<file path="src/rtl/riscv_pkg.sv">
// Shared constants for the RISC-V instruction front end.
// Word size, reset vector and instruction encoding helpers.
package riscv_pkg;

    localparam int XLEN = 32;
    localparam int INST_BYTES = 4;

    typedef logic [XLEN-1:0] xword_t;

    localparam xword_t RESET_PC = 32'h0000_0000;
    localparam logic [31:0] NOP_INST = 32'h0000_0013;

endpackage

</file>
<file path="src/rtl/inst_prefetch_queue_if.sv">
// Fetch-side bundle: memory request/response channel,
// instruction delivery handshake and redirect from the core.
interface inst_prefetch_queue_if #(
    parameter int XLEN = riscv_pkg::XLEN
);

    logic            mem_req_valid;
    logic            mem_req_ready;
    logic [XLEN-1:0] mem_req_addr;
    logic            mem_rsp_valid;
    logic [XLEN-1:0] mem_rsp_data;
    logic            inst_valid;
    logic            inst_ready;
    logic [XLEN-1:0] inst_data;
    logic [XLEN-1:0] inst_pc;
    logic            redirect_valid;
    logic [XLEN-1:0] redirect_pc;

    modport master (
        output mem_req_valid,
        output mem_req_addr,
        output inst_valid,
        output inst_data,
        output inst_pc,
        input  mem_req_ready,
        input  mem_rsp_valid,
        input  mem_rsp_data,
        input  inst_ready,
        input  redirect_valid,
        input  redirect_pc
    );

    modport slave (
        input  mem_req_valid,
        input  mem_req_addr,
        input  inst_valid,
        input  inst_data,
        input  inst_pc,
        output mem_req_ready,
        output mem_rsp_valid,
        output mem_rsp_data,
        output inst_ready,
        output redirect_valid,
        output redirect_pc
    );

endinterface

</file>
<file path="src/rtl/sync_fifo.sv">
// Single-clock FIFO with synchronous flush; DEPTH must be a power of 2
// so the read/write pointers wrap naturally.
module sync_fifo #(
    parameter int WIDTH = 32,
    parameter int DEPTH = 4,
    localparam int AW = $clog2(DEPTH),
    localparam int CW = $clog2(DEPTH + 1)
) (
    input  logic             clk,
    input  logic             reset,
    input  logic             flush,
    input  logic             push,
    input  logic [WIDTH-1:0] push_data,
    input  logic             pop,
    output logic [WIDTH-1:0] head,
    output logic [CW-1:0]    count,
    output logic             full,
    output logic             empty
);

    logic [WIDTH-1:0] mem [DEPTH];
    logic [AW-1:0]    rd_ptr;
    logic [AW-1:0]    wr_ptr;
    logic             do_push;
    logic             do_pop;

    assign full    = (count == CW'(DEPTH));
    assign empty   = (count == '0);
    assign head    = mem[rd_ptr];
    assign do_pop  = pop && !empty;
    assign do_push = push && (!full || do_pop);

    always_ff @(posedge clk) begin
        if (reset || flush) begin
            rd_ptr <= '0;
            wr_ptr <= '0;
            count  <= '0;
        end else begin
            if (do_push) begin
                wr_ptr <= wr_ptr + AW'(1);
            end
            if (do_pop) begin
                rd_ptr <= rd_ptr + AW'(1);
            end
            unique case ({do_push, do_pop})
                2'b10:   count <= count + CW'(1);
                2'b01:   count <= count - CW'(1);
                default: count <= count;
            endcase
        end
    end

    // Storage needs no reset; validity is tracked by count.
    always_ff @(posedge clk) begin
        if (do_push && !reset && !flush) begin
            mem[wr_ptr] <= push_data;
        end
    end

endmodule

</file>
<file path="src/rtl/inst_prefetch_queue.sv">
// Sequential instruction prefetcher: credit-limited fetch requests,
// in-order response buffering, and redirect flush with stale-drop.
module inst_prefetch_queue #(
    parameter int XLEN = riscv_pkg::XLEN,
    parameter int DEPTH = 4,
    parameter logic [XLEN-1:0] RESET_PC = riscv_pkg::RESET_PC
) (
    input  logic                  clk,
    input  logic                  reset,
    inst_prefetch_queue_if.master bus
);

    import riscv_pkg::*;

    localparam int CW = $clog2(DEPTH + 1);
    localparam int UW = CW + 2;
    localparam logic [XLEN-1:0] STEP = XLEN'(INST_BYTES);

    logic [XLEN-1:0] fetch_pc;
    logic [XLEN-1:0] out_pc;
    logic [CW-1:0]   inflight;
    logic [CW-1:0]   drop_cnt;
    logic [CW-1:0]   fifo_count;
    logic [XLEN-1:0] fifo_head;
    logic            fifo_full;
    logic            fifo_empty;
    logic            fifo_push;
    logic [UW-1:0]   used;
    logic            req_fire;
    logic            rsp_drop;
    logic            rsp_keep;
    logic            rsp_any;
    logic            do_pop;
    logic [XLEN-1:0] target;

    // Every slot is either buffered, in flight or owed a drop.
    assign used = UW'(fifo_count) + UW'(inflight) + UW'(drop_cnt);

    assign bus.mem_req_valid = !bus.redirect_valid && (used < UW'(DEPTH));
    assign bus.mem_req_addr  = fetch_pc;

    assign req_fire = bus.mem_req_valid && bus.mem_req_ready;
    assign rsp_drop = bus.mem_rsp_valid && (drop_cnt != '0);
    assign rsp_keep = bus.mem_rsp_valid && (drop_cnt == '0)
                   && (inflight != '0);
    assign rsp_any  = rsp_drop || rsp_keep;

    assign do_pop    = bus.inst_valid && bus.inst_ready && !bus.redirect_valid;
    assign fifo_push = rsp_keep && !bus.redirect_valid;
    assign target    = bus.redirect_pc & ~XLEN'(3);

    assign bus.inst_valid = !fifo_empty;
    assign bus.inst_data  = fifo_empty ? XLEN'(NOP_INST) : fifo_head;
    assign bus.inst_pc    = out_pc;

    always_ff @(posedge clk) begin
        if (reset) begin
            fetch_pc <= RESET_PC;
            out_pc   <= RESET_PC;
            inflight <= '0;
            drop_cnt <= '0;
        end else if (bus.redirect_valid) begin
            fetch_pc <= target;
            out_pc   <= target;
            inflight <= '0;
            drop_cnt <= drop_cnt + inflight - CW'(rsp_any);
        end else begin
            if (req_fire) begin
                fetch_pc <= fetch_pc + STEP;
            end
            if (do_pop) begin
                out_pc <= out_pc + STEP;
            end
            inflight <= inflight + CW'(req_fire) - CW'(rsp_keep);
            drop_cnt <= drop_cnt - CW'(rsp_drop);
        end
    end

    sync_fifo #(
        .WIDTH (XLEN),
        .DEPTH (DEPTH)
    ) u_fifo (
        .clk       (clk),
        .reset     (reset),
        .flush     (bus.redirect_valid),
        .push      (fifo_push),
        .push_data (bus.mem_rsp_data),
        .pop       (do_pop),
        .head      (fifo_head),
        .count     (fifo_count),
        .full      (fifo_full),
        .empty     (fifo_empty)
    );

    // A response with nothing outstanding is a memory protocol error.
    a_no_orphan_rsp: assert property (@(posedge clk) disable iff (reset)
        !(bus.mem_rsp_valid && inflight == '0 && drop_cnt == '0));

    a_no_overflow: assert property (@(posedge clk) disable iff (reset)
        !(fifo_push && fifo_full && !do_pop));

    a_credit_bound: assert property (@(posedge clk) disable iff (reset)
        used <= UW'(DEPTH));

endmodule

</file>
<file path="src/flat_wrapper.sv">
// flat-port wrapper written by rule: the top's interface ports become plain ports
module inst_prefetch_queue_flat import riscv_pkg::*;
#(
    parameter int XLEN = riscv_pkg::XLEN,
    parameter int DEPTH = 4,
    parameter logic [XLEN-1:0] RESET_PC = riscv_pkg::RESET_PC
)
  (clk, reset, bus_mem_req_valid, bus_mem_req_addr, bus_inst_valid, bus_inst_data, bus_inst_pc, bus_mem_req_ready, bus_mem_rsp_valid, bus_mem_rsp_data, bus_inst_ready, bus_redirect_valid, bus_redirect_pc);
  inst_prefetch_queue_if #(.XLEN(XLEN)) bus_i ();
  input  logic clk;
  input  logic reset;
  output wire logic [$bits(bus_i.mem_req_valid)-1:0] bus_mem_req_valid;
  output wire logic [$bits(bus_i.mem_req_addr)-1:0] bus_mem_req_addr;
  output wire logic [$bits(bus_i.inst_valid)-1:0] bus_inst_valid;
  output wire logic [$bits(bus_i.inst_data)-1:0] bus_inst_data;
  output wire logic [$bits(bus_i.inst_pc)-1:0] bus_inst_pc;
  input wire logic [$bits(bus_i.mem_req_ready)-1:0] bus_mem_req_ready;
  input wire logic [$bits(bus_i.mem_rsp_valid)-1:0] bus_mem_rsp_valid;
  input wire logic [$bits(bus_i.mem_rsp_data)-1:0] bus_mem_rsp_data;
  input wire logic [$bits(bus_i.inst_ready)-1:0] bus_inst_ready;
  input wire logic [$bits(bus_i.redirect_valid)-1:0] bus_redirect_valid;
  input wire logic [$bits(bus_i.redirect_pc)-1:0] bus_redirect_pc;
  assign bus_mem_req_valid = bus_i.mem_req_valid;
  assign bus_mem_req_addr = bus_i.mem_req_addr;
  assign bus_inst_valid = bus_i.inst_valid;
  assign bus_inst_data = bus_i.inst_data;
  assign bus_inst_pc = bus_i.inst_pc;
  assign bus_i.mem_req_ready = bus_mem_req_ready;
  assign bus_i.mem_rsp_valid = bus_mem_rsp_valid;
  assign bus_i.mem_rsp_data = bus_mem_rsp_data;
  assign bus_i.inst_ready = bus_inst_ready;
  assign bus_i.redirect_valid = bus_redirect_valid;
  assign bus_i.redirect_pc = bus_redirect_pc;
  inst_prefetch_queue #(.XLEN(XLEN), .DEPTH(DEPTH), .RESET_PC(RESET_PC)) u_core (.clk(clk), .reset(reset), .bus(bus_i));
endmodule
</file>
<file path="config.mk">
export PLATFORM = sky130hd
export DESIGN_NAME = inst_prefetch_queue_flat
export DESIGN_NICKNAME = d
export VERILOG_FILES = /design/src/rtl/riscv_pkg.sv /design/src/rtl/inst_prefetch_queue_if.sv /design/src/rtl/sync_fifo.sv /design/src/rtl/inst_prefetch_queue.sv /design/src/flat_wrapper.sv
export SDC_FILE = /design/constraint.sdc
export NUM_CORES = 1
export LEC_CHECK = 0
export ABC_CLOCK_PERIOD_IN_PS = 3900
export CORE_ASPECT_RATIO = 0.7
export CORE_MARGIN = 10
export CORE_UTILIZATION = 45
export CTS_CLUSTER_SIZE = 16
export DETAILED_ROUTE_END_ITERATION = 7
export MAX_ROUTING_LAYER = met4
export PLACE_DENSITY_LB_ADDON = 0.2
export SLEW_MARGIN = 5
export SYNTH_ARGS = -nofsm -noshare
export SYNTH_HDL_FRONTEND = slang
export SYNTH_SLANG_ARGS = --single-unit
export TNS_END_PERCENT = 5
</file>
<file path="constraint.sdc">
create_clock -name clk -period 3.9 [get_ports clk]
set_input_delay 0.975 -clock clk [delete_from_list [all_inputs] [get_ports clk]]
set_output_delay 0.975 -clock clk [all_outputs]
set_load 0.005 [all_outputs]
</file>
Word level (Yosys, flattened, before mapping):

Memories as Yosys holds them, arrays and structs flattened. A register that Yosys moved wholly into a read port is not among the register bits.
Cells that the tools add are included.

* eq/ne operators: 3
* bitwise gates (word level): 0
* magnitude comparators: 1
* shift-type cells: 0
* reductions and logical operators: 27
* mux-type cells: 11
* divide/modulo/power cells: 0
* multipliers: 0
* add/sub/neg operators: 13

Operator list (number)
* two-way mux 32 bit: 5
* adder 32 x 3 -> 32 bit, second input constant: 2
* logical AND 1 bit: 12
* subtractor 3 x 1 -> 3 bit: 3
* logical NOT 3 bit: 2
* case mux 3 bit (2 select lines): 1
* nonzero test 2 bit: 3
* nonzero test 3 bit: 2
* adder 5 x 3 -> 5 bit: 1
* < comparator 5 x 3 -> 1 bit, second input constant: 1
* adder 2 x 1 -> 2 bit, second input constant: 2
* adder 3 x 3 -> 4 bit: 1
* logical NOT 1 bit: 4
* two-way mux 2 bit: 2
* adder 3 x 1 -> 3 bit: 1
* adder 3 x 1 -> 3 bit, second input constant: 1
* adder 3 bit: 1
* equality test 3 bit, second input constant: 1
* logical OR 1 bit: 3
* two-way mux 3 bit: 1
* subtractor 3 x 1 -> 3 bit, second input constant: 1
* equality test 2 x 1 -> 1 bit, second input constant: 1
* equality test 2 bit, second input constant: 1
* two-way mux 1 bit: 2
* OR reduction 2 bit: 1

* word-level logic and storage cells: 65
* output and inout bits: 98
* RAM bits: 128
* bits in read-only memories: 0
* bits of input ports: 70
* bits in latches: 0
* memories: 1
* register bits: 77

Memories
* u_core.u_fifo.mem: words 4, width 32, rd ports 1, clocked after Yosys merged registers in 1, wr ports 1, line sync_fifo.sv:21 `logic [WIDTH-1:0] mem [DEPTH];`

Longest topological paths before layout:

Gate-level depths: netlist of run 1.

* depth after elaboration: 11
* gate-level depth with buffers: 13
* gate-level depth less buffers: 13

Hierarchy:

A second synthesis of run 1 with hierarchy kept.

* cell total of the unflattened synthesis: 776
* area total of the unflattened synthesis: 9618.0 µm²

By module, submodules not included
* sync_fifo: cells an instance 234, area each 5206.2 µm², instances 1, seq. area each 4023.9 µm²
* inst_prefetch_queue: cells an instance 542, area each 4411.7 µm², instances 1, seq. area each 1321.3 µm²

Worst setup path after synthesis of run 1:

Ideal clock, no wire load.

* path kind: reg-to-output
* start: reg u_core.u_fifo.count[0]
* end: out bus_mem_req_valid
* arrival time: 2.494 ns
* setup slack: 0.431 ns
* stages on the path, launching flop included: 8
* data required time: 2.925 ns
* buffers on the path: 0
* cells stage by stage: dfxtp_1 ha_1 fa_1 xor2_1 ha_1 or4_4 a211oi_4 and2_1

* longest elaborated chain between the ends: 4

RTL lines
* start, declared: line sync_fifo.sv:16 `output logic [CW-1:0] count,`
* start signal, assigned: line sync_fifo.sv:46 `2'b10: count <= count + CW'(1);`
* start signal, assigned: line sync_fifo.sv:47 `2'b01: count <= count - CW'(1);`
* start signal, assigned: line sync_fifo.sv:48 `default: count <= count;`
* adder 3 x 3 -> 4 bit: line inst_prefetch_queue.sv:37 `assign used = UW'(fifo_count) + UW'(inflight) + UW'(drop_cnt);`
* adder 5 x 3 -> 5 bit: line inst_prefetch_queue.sv:37
* < comparator 5 x 3 -> 1 bit: line inst_prefetch_queue.sv:39 `assign bus.mem_req_valid = !bus.redirect_valid && (used < UW'(DEPTH));`
* logical AND 1 bit: line inst_prefetch_queue.sv:39
* end, declared: line flat_wrapper.sv:12 `output wire logic [$bits(bus_i.mem_req_valid)-1:0] bus_mem_req_valid;`

Every way passes these cells.

Worst setup path after layout of run 1:

* start: reg u_core.inflight[0]
* end: out bus_mem_req_valid

* longest elaborated chain between the ends: 4

RTL lines
* start, declared: line inst_prefetch_queue.sv:21 `logic [CW-1:0] inflight;`
* start signal, assigned: line inst_prefetch_queue.sv:74 `inflight <= inflight + CW'(req_fire) - CW'(rsp_keep);`
* adder 3 x 3 -> 4 bit: line inst_prefetch_queue.sv:37
* adder 5 x 3 -> 5 bit: line inst_prefetch_queue.sv:37
* < comparator 5 x 3 -> 1 bit: line inst_prefetch_queue.sv:39
* logical AND 1 bit: line inst_prefetch_queue.sv:39

Every way passes these cells.

==> qor.txt, run 1 <==
run status: completed
Slew @ Worst Pin: 1.04 ns
htree depth: 1
critical-path cell list: ha_2 > fa_2 > xor2_1 > ha_1 > or4_4 > a211oi_4 > and2_4 > clkbuf_2
HP Class: reg -> reg
clock share of power: 40.9%
Pwr Density: 426 nW/um^2
post-synthesis async set-or-reset flop share: 0%
vias per cell: 5.45
All-Layer GR Usage: 17.1%
WHS Endpoint: u_core.bus.inst_pc[24]$_SDFFE_PP0P_
number of flops mapped to enable cells by yosys: 128
static leakage: 0.00396 uW
Setup crit start kind: flip-flop
combinational group share of total power: 11.4%
Hold Vio Cnt, Final: 0
Post-synth top flop: edfxtp_1
average size of a mapped cell: 12.6 sq um
Max Clk Rate: 268 MHz
Reg power frac: 47.7%
Post-Place Setup Slack: 0.0974 ns
Total Power: 5070 uW
Final Slew Violations: 0
first-pass GRT wire length: 35700 microns
critical path's largest stage delay: 0.55 ns
Sw Ratio: 22.6%
minimum clock period: 3.74 ns
DR vias: 6446
CTS Buf Count: 21
Clock Tree Buf Depth: 3
R2R Path Start: u_core.inflight[0]$_SDFF_PP0_
CP bufs+invs: 1
WL/cell: 19.3 microns
R2R depth: 13
CP required: 2.92 ns
register bit total from synthesis: 203
vias in the first global route: 6151
DR DRC count: 0
Max Cap Viol: 0
root buffer cell: clkbuf_16
reg2reg setup slack: 0.42 ns
TritonCTS clock tree: yes
sequential element share of the synthesized area: 58.0%
CP top delay family: simple AND/OR/NAND/NOR gates
Tcrit/Tclk final: 95.9%
Final WS setup: 0.162 ns
site row count: 43
Layout Skew: 0.0172 ns
Worst Hold Launch: u_core.bus.inst_pc[24]$_SDFFE_PP0P_
area share of the largest cell type after synthesis: 41.7%
clock latency on the worst-skew pair: 0.49 ns
IR drop worst, VDD: 0.000396 V
largest area contributor in the netlist: edfxtp_1
DRT iter0 DRCs: 527
Die ar.: 26700 sq um
Final setup viols: 0
Antenna Cells: 0
CTS Hold Bufs: 0
total wire length: 22800 microns
Worst Hold Depth: 2
Congestion Overflow GR: 0
Crit path arrival time: 2.76 ns
largest net degree at the start of global routing: 67
Routed Antenna Nets: 0
Core ar.: 20000 sq um
GPL Wtd Cong: 0.923
internal power component: 3920 uW
half-perimeter wire length after placement: 16100 microns
Worst-path clk slew: 0.06 ns
worst-path fanout max: 3
I/O pin count: 168
die width: 191 microns
Syn Std Cell Area: 9210 sq um
synthesized instance count: 732
CP max-delay cell: or4_4
Fin Setup TNS: 0 ns
layout cells sized above 1: 11.3%
number of distinct library cells after synthesis: 57
reg2reg end: u_core.inflight[1]$_SDFF_PP0_
headroom to the max-slew limit: 30.0%
antenna violations before repair: 0
Yosys Warn Count: 0
RSZ-0062 raised after global routing: false
nets: 991
Net Switching: 1150 uW
# port buffers: 161
ranking of synthesized cells by area: edfxtp_1 (42%), dfxtp_1 (16%), mux4_2 (7.8%), and2_1 (2.9%), ha_1 (2.4%)
Die H: 140 microns
Area Overhead vs Synth: 29.4%
WS Path Type: reg -> out
starting density of the core: 46.1%
clk sink count: 203
DRT Pass-1 Iters: 5
Setup crit end kind: primary output
## layout by cell type (no fill, tap or decap), types with 5 or more instances in the layout
master,count
clkdlybuf4s50_1,158
edfxtp_1,128
dfxtp_1,73
nand2_1,41
and2_1,41
nor2_1,37
inv_1,35
mux4_2,32
nand3_1,25
xnor2_1,25
a21boi_0,22
nand4_1,22
clkbuf_16,21
xor2_1,20
a21oi_1,18
a31oi_1,17
ha_1,17
buf_4,13
a211oi_1,12
nor4_1,11
or3_1,10
and4_1,10
or2_2,9
o21ai_0,7
o211ai_1,7
nor3_1,7
and3_1,7
clkinv_1,6
buf_12,5
## repair_timing
action | 4_1_cts | 5_1_grt
pin swaps | 3 | 3
gates resized for setup | 5 | 2
endpoints found under the setup margin | 1 | 1
buffers inserted | 1 | 0
## synthesized netlist by cell type, types with 9 or more instances
master / instances
a211oi_1: 12
a21boi_0: 22
a21oi_1: 18
a31oi_1: 17
and2_1: 42
and4_1: 10
clkbuf_1: 27
dfxtp_1: 75
edfxtp_1: 128
ha_1: 18
inv_1: 36
mux4_2: 32
nand2_1: 41
nand3_1: 25
nand4_1: 22
nor2_1: 37
nor4_1: 11
or2_2: 9
or3_1: 10
xnor2_1: 25
xor2_1: 20
## flip-flops by register name, summed over array words and instances (netlist names), named ones only
register                 cells
u_core.u_fifo.wr_ptr         2
u_core.u_fifo.count          3
u_core.u_fifo.rd_ptr         2
u_core.inflight              3
u_core.bus.inst_pc          30
u_core.bus.mem_req_addr     30
u_core.u_fifo.mem          128
u_core.drop_cnt              3
## worst register-to-register path: cells and delay by family, from the launching register on
family          cells  cell delay [ns]
buf+inv             3             0.56
xor+xnor            1             0.17
flops               1             0.33
fa+ha+maj           5             1.32
compound gates      1             0.25
simple gates        3             0.76
## power groups by stage
stage	clock network, uW	registers (uW)	logic [uW]
6_report	2070	2420	578
5_1_grt	2220	2430	643
3_5_place_dp	0	2470	575
4_1_cts	2130	2420	583
2_1_floorplan	0	2450	295
3_3_place_gp	0	2470	566
## layout make-up
class / count / area (sq um)
Clock buffer: 25 / 551
Clock inverter: 12 / 164
Fill cell: 1624 / 8040
Inverter: 37 / 139
Multi-Input combinational cell: 457 / 3590
Sequential cell: 203 / 5350
Tap cell: 270 / 338
Timing Repair Buffer: 179 / 1790
## metrics by stage
step / cells / utilization [%] / hold slack [ns] / area (sq um)
floorplan: 735 / - / 0.485 / 9220
global placement: 1145 / 56.1 / 0.509 / 11200
detailed placement: 1145 / 56.1 / 0.521 / 11200
CTS: 1183 / 59.7 / 0.530 / 11900
global route: 1183 / 59.7 / 0.549 / 11900
finish: 1183 / 59.7 / 0.529 / 11900
## kinds of logic (layout without fill, tap and decap cells)
| kind of cell | count (synthesis) | after routing | share of synthesized area [%] |
|---|---|---|---|
| flip-flops | 203 | 203 | 58.0 |
| buffers and inverters | 75 | 253 | 3.22 |
| other | 1 | 4 | 0.0407 |
| multiplexers | 35 | 35 | 8.15 |
| adder cells (fa/ha/maj) | 22 | 22 | 3.31 |
| AO/OA/AOI/OAI | 112 | 112 | 8.57 |
| XOR/XNOR | 45 | 45 | 4.28 |
| AND/OR/NAND/NOR | 239 | 239 | 14.4 |
## how the worst max path moves through the flow
stage,from,endpoint,slack [ns],depth (start not counted)
final,u_core.inflight[0]$_SDFF_PP0_,bus_mem_req_valid,0.16,8
after floorplan,u_core.u_fifo.count[0]$_SDFFE_PP0P_,bus_mem_req_valid,0.43,7
after global routing,u_core.inflight[0]$_SDFF_PP0_,bus_mem_req_valid,0.06,8
after CTS,u_core.inflight[0]$_SDFF_PP0_,bus_mem_req_valid,0.03,8
after global placement,u_core.u_fifo.count[0]$_SDFFE_PP0P_,bus_mem_req_valid,0.11,8
after detailed placement,u_core.inflight[0]$_SDFF_PP0_,bus_mem_req_valid,0.1,8
## metal layers
layer | track usage (%) | vias to the layer above | wire length [microns] | part of all wire, %
li1 | - | 3094 | - | -
met1 | 25.2 | 3135 | 11100 | 49
met2 | 24.2 | 192 | 10100 | 44
met3 | 3.00 | 25 | 1340 | 5.9
met4 | 3.14 | 0 | 289 | 1.3
met5 | - | - | 0 | 0
No activity file was read; power rests on OpenSTA's default activity.
==> run 2, diff against run 1 <==
--- a/config.mk
+++ b/config.mk
@@ -13,6 +13,7 @@
 export DETAILED_ROUTE_END_ITERATION = 7
 export MAX_ROUTING_LAYER = met4
 export PLACE_DENSITY_LB_ADDON = 0.2
+export SETUP_SLACK_MARGIN = 0.1
 export SLEW_MARGIN = 5
 export SYNTH_ARGS = -nofsm -noshare
 export SYNTH_HDL_FRONTEND = slang
==> qor.txt, run 2 (synthesis results as in run 1) <==
dpl cell area: 11200 sq um
met1 Usage GRT: 25.2%
CP bufs+invs: 1
Worst-path clk slew: 0.06 ns
TritonCTS clock tree: yes
RSZ-0062 raised after global routing: true
HP Class: reg -> reg
DR DRC count: 0
critical-path cell list: ha_4 > fa_2 > xor2_1 > ha_2 > or4_4 > a211oi_4 > and2_4 > buf_6
Final setup viols: 0
clk sink count: 203
Die ar.: 26700 sq um
CP max-delay cell: or4_4
Util after Layout: 59.9%
layout cells sized above 1: 11.6%
storage element area: 5350 sq um
GRT busiest layer: met1
Hold Vio Cnt, Final: 0
Area Overhead vs Synth: 29.7%
# port buffers: 161
static leakage: 0.00397 uW
All-Layer GR Usage: 17.1%
Tcrit/Tclk final: 94.6%
CTS Hold Bufs: 0
htree depth: 1
Routed Antenna Nets: 0
CP top delay family: adder cells
Max Clk Rate: 271 MHz
Hold WS: 0.529 ns
dpl cells: 1145
starting density of the core: 46.1%
Final Slew Violations: 0
Core ar.: 20000 sq um
half-perimeter wire length after placement: 16100 microns
Setup crit start kind: flip-flop
Fin Setup TNS: 0 ns
IR drop worst, VDD: 0.000396 V
most frequent cells in the layout: clkdlybuf4s50_1 (158), edfxtp_1 (128), dfxtp_1 (72)
worst-path fanout max: 2
WS Path Type: reg -> out
Design Area, Final: 11900 sq um
Pwr Density: 425 nW/um^2
Max Cap Viol: 0
most common cell after layout, fill and taps aside: clkdlybuf4s50_1
fin cells: 1184
CTS Buf Count: 21
DRT iter0 DRCs: 551
clock latency on the worst-skew pair: 0.49 ns
antenna violations before repair: 0
GR Util met2: 24.2%
Congestion Overflow GR: 0
first-pass GRT wire length: 35700 microns
Multi-input gate area: 3600 sq um
headroom to the max-slew limit: 33.5%
Layout Skew: 0.0177 ns
DR vias: 6444
Slew @ Worst Pin: 0.989 ns
minimum clock period: 3.69 ns
I/O pin count: 168
Die H: 140 microns
site row count: 43
critical path's largest stage delay: 0.44 ns
most flop-heavy register: u_core.u_fifo.mem
DRT Pass-1 Iters: 4
run status: completed
die width: 191 microns
Setup crit end kind: primary output
CP required: 2.92 ns
total wire length: 22800 microns
vias per cell: 5.44
nets: 992
root buffer cell: clkbuf_16
largest net degree at the start of global routing: 67
Antenna Cells: 0
fillers: 1620
WL/cell: 19.3 microns
Crit path arrival time: 2.72 ns
vias in the first global route: 6169
met3 Usage GRT: 3.00%
max FFs per register: 128
GPL Wtd Cong: 0.923
Clock Tree Buf Depth: 3
-- run 2: changes by cell type in the layout (fill, tap and decap cells not counted) --
cell	previous run	this run
buf_4	13	14
buf_6	0	1
clkbuf_2	1	0
dfxtp_1	73	72
dfxtp_2	2	3
ha_1	17	16
ha_4	0	1
-- run 2: final timing paths --
kind / from / end / slack, ns / depth (start not counted)
min reg2reg: u_core.bus.inst_pc[24]$_SDFFE_PP0P_ / u_core.bus.inst_pc[24]$_SDFFE_PP0P_ / 0.53 / 2
max: u_core.inflight[0]$_SDFF_PP0_ / bus_mem_req_valid / 0.21 / 8
min: u_core.bus.inst_pc[24]$_SDFFE_PP0P_ / u_core.bus.inst_pc[24]$_SDFFE_PP0P_ / 0.53 / 2
max reg2reg: u_core.inflight[0]$_SDFF_PP0_ / u_core.inflight[1]$_SDFF_PP0_ / 0.45 / 13
-- run 2: where the power goes --
| group | switching [uW] | internal (uW) | leakage (uW) |
|---|---|---|---|
| Combinational | 271 | 314 | 0.00185 |
| Sequential | 78.7 | 2340 | 0.00177 |
| Clock | 803 | 1270 | 0.000343 |
-- run 2: metal layers --
| layer | up-vias | part of all wire [%] |
|---|---|---|
| met1 | 3149 | 49 |
| met5 | - | 0 |
| li1 | 3092 | - |
| met3 | 23 | 5.7 |
| met2 | 180 | 44 |
| met4 | 0 | 1.2 |
-- run 2: worst register-to-register path, delay by kind of cell, from the launching register on --
kind	cells	cell delay [ns]
AOI/OAI and AO/OA	1	0.25
xor gates and xnor gates	1	0.17
adders and majority gates	5	1.41
buffers and inverters	3	0.56
DFF	1	0.33
and+or+nand+nor	3	0.65
-- run 2: final cells by class --
type                            count  share of cell area, %
Clock buffer                       25                   4.61
Clock inverter                     12                   1.37
Inverter                           37                   1.16
Multi-Input combinational cell    457                   30.1
Sequential cell                   203                   44.8
Tap cell                          270                   2.83
Timing Repair Buffer              180                   15.1
-- run 2: what timing repair did --
item,CTS,global route
setup buffers,2,0
resized for setup,10,2
pin swaps,5,5
setup endpoints to repair,1,1
-- run 2: through the flow --
step | worst slack, ns | power, uW
final | 0.209 | 5080
after global routing | 0.0896 | 5300
after CTS | 0.111 | 5130
after detailed placement | 0.0974 | 3040
after global placement | 0.108 | 3030
after floorplan | 0.431 | 2750
==> run 3, diff against run 2 <==
--- a/config.mk
+++ b/config.mk
@@ -9,13 +9,14 @@
 export CORE_ASPECT_RATIO = 0.7
 export CORE_MARGIN = 10
 export CORE_UTILIZATION = 45
-export CTS_CLUSTER_SIZE = 16
+export CTS_CLUSTER_SIZE = 30
 export DETAILED_ROUTE_END_ITERATION = 7
 export MAX_ROUTING_LAYER = met4
 export PLACE_DENSITY_LB_ADDON = 0.2
+export RECOVER_POWER = 25
 export SETUP_SLACK_MARGIN = 0.1
 export SLEW_MARGIN = 5
 export SYNTH_ARGS = -nofsm -noshare
 export SYNTH_HDL_FRONTEND = slang
 export SYNTH_SLANG_ARGS = --single-unit
-export TNS_END_PERCENT = 5
+export TNS_END_PERCENT = 30
==> qor.txt, run 3 (synthesis results as in run 1) <==
clock latency on the worst-skew pair: 0.49 ns
WHS Endpoint: u_core.bus.inst_pc[24]$_SDFFE_PP0P_
most common cell after layout, fill and taps aside: clkdlybuf4s50_1
DRT Pass-1 Iters: 5
first-pass GRT wire length: 35900 microns
Routed Antenna Nets: 0
Total Power: 5170 uW
htree depth: 1
RSZ-0062 raised after global routing: true
Worst Hold Launch: u_core.bus.inst_pc[24]$_SDFFE_PP0P_
IR drop worst, VDD: 0.000364 V
Core ar.: 20000 sq um
Fin Setup TNS: 0 ns
run status: completed
clk sink count: 203
CTS Buf Count: 21
Max Cap Viol: 0
Crit path arrival time: 2.71 ns
WL/cell: 19.3 microns
reg2reg end: u_core.inflight[1]$_SDFF_PP0_
largest net degree at the start of global routing: 67
layout cells sized above 1: 11.7%
reg2reg setup slack: 0.44 ns
WS Path Type: reg -> out
# port buffers: 161
root buffer cell: clkbuf_16
Antenna Cells: 0
DRT iter0 DRCs: 535
starting density of the core: 46.1%
static leakage: 0.00399 uW
vias per cell: 5.44
CTS Hold Bufs: 0
worst-path fanout max: 2
headroom to the max-slew limit: 29.6%
TritonCTS clock tree: yes
total wire length: 22900 microns
All-Layer GR Usage: 17.2%
Clock Tree Buf Depth: 3
Worst-path clk slew: 0.06 ns
most flop-heavy register: u_core.u_fifo.mem
DR DRC count: 0
Hold Vio Cnt, Final: 0
nets: 992
Congestion Overflow GR: 0
Worst Hold Depth: 2
site row count: 43
Tcrit/Tclk final: 94.6%
antenna violations before repair: 0
DR vias: 6441
Slew @ Worst Pin: 1.05 ns
R2R depth: 13
most frequent cells in the layout: clkdlybuf4s50_1 (131), edfxtp_1 (128), dfxtp_1 (72)
Setup crit start kind: flip-flop
half-perimeter wire length after placement: 16100 microns
Max Clk Rate: 271 MHz
Final setup viols: 0
Setup crit end kind: primary output
CP required: 2.92 ns
max FFs per register: 128
I/O pin count: 168
minimum clock period: 3.69 ns
Die H: 140 microns
Die ar.: 26700 sq um
vias in the first global route: 6203
GPL Wtd Cong: 0.923
Pwr Density: 432 nW/um^2
Final Slew Violations: 0
HP Class: reg -> reg
die width: 191 microns
Area Overhead vs Synth: 30.1%
Layout Skew: 0.0138 ns
R2R Path Start: u_core.u_fifo.count[0]$_SDFFE_PP0P_
## run 3: cell count changes in the layout (fill, tap and decap cells not counted)
cell / previous run / this run
clkdlybuf4s50_1: 158 / 131
dlygate4sd3_1: 0 / 27
bufinv_16: 4 / 6
clkbuf_1: 3 / 1
clkbuf_8: 1 / 0
clkinv_1: 6 / 7
clkinvlp_2: 1 / 2
inv_8: 1 / 0
## run 3: final cells by class
| class | instances | area [sq um] |
|---|---|---|
| multi-input combinational | 457 | 3600 |
| fill | 1607 | 7980 |
| inverter | 37 | 139 |
| sequential | 203 | 5350 |
| clock inverter | 15 | 221 |
| timing repair buffer | 180 | 1810 |
| clock buffer | 22 | 529 |
| tap | 270 | 338 |
## run 3: stage by stage
step	area, sq um	std cells	setup slack [ns]	utilization [%]	hold WS, ns
floorplan	9220	735	0.431	-	0.485
global placement	11200	1145	0.108	56.1	0.509
detailed placement	11200	1145	0.0974	56.1	0.521
CTS	12000	1184	0.108	60.0	0.530
global route	12000	1184	0.0918	60.0	0.549
finish	12000	1184	0.212	60.0	0.529
## run 3: worst max-delay path, stage by stage (launching register included)
cell	delay, ns
dfxtp_2	0.33
ha_4	0.16
fa_2	0.33
xor2_1	0.17
ha_2	0.29
or4_4	0.44
a211oi_4	0.24
and2_4	0.18
buf_6	0.09
## run 3: how the worst max path moves through the flow
| stage | startpoint | endpoint | slack, ns |
|---|---|---|---|
| finish | u_core.u_fifo.count[0]$_SDFFE_PP0P_ | bus_mem_req_valid | 0.21 |
| global route | u_core.u_fifo.count[0]$_SDFFE_PP0P_ | bus_mem_req_valid | 0.09 |
| CTS | u_core.u_fifo.count[0]$_SDFFE_PP0P_ | bus_mem_req_valid | 0.11 |
| detailed placement | u_core.inflight[0]$_SDFF_PP0_ | bus_mem_req_valid | 0.1 |
| global placement | u_core.u_fifo.count[0]$_SDFFE_PP0P_ | bus_mem_req_valid | 0.11 |
| floorplan | u_core.u_fifo.count[0]$_SDFFE_PP0P_ | bus_mem_req_valid | 0.43 |
## run 3: timing repair
action,in CTS,in global routing
setup endpoints to repair,1,1
setup buffers,2,0
hold endpoints to repair,0,0
pin swaps,5,5
gates resized for setup,10,2
## run 3: power breakdown
part           internal [uW]  switching [uW]  leakage (uW)
Clock                   1380             798      0.000357
Sequential              2340            78.8       0.00177
Combinational            308             270       0.00186
Total                   4030            1150       0.00399
## run 3: layer usage
layer / global-route usage, % / wire (microns)
met1: 25.4 / 11100
met2: 24.3 / 10000
met3: 2.80 / 1400
met5: - / 0
met4: 3.64 / 375
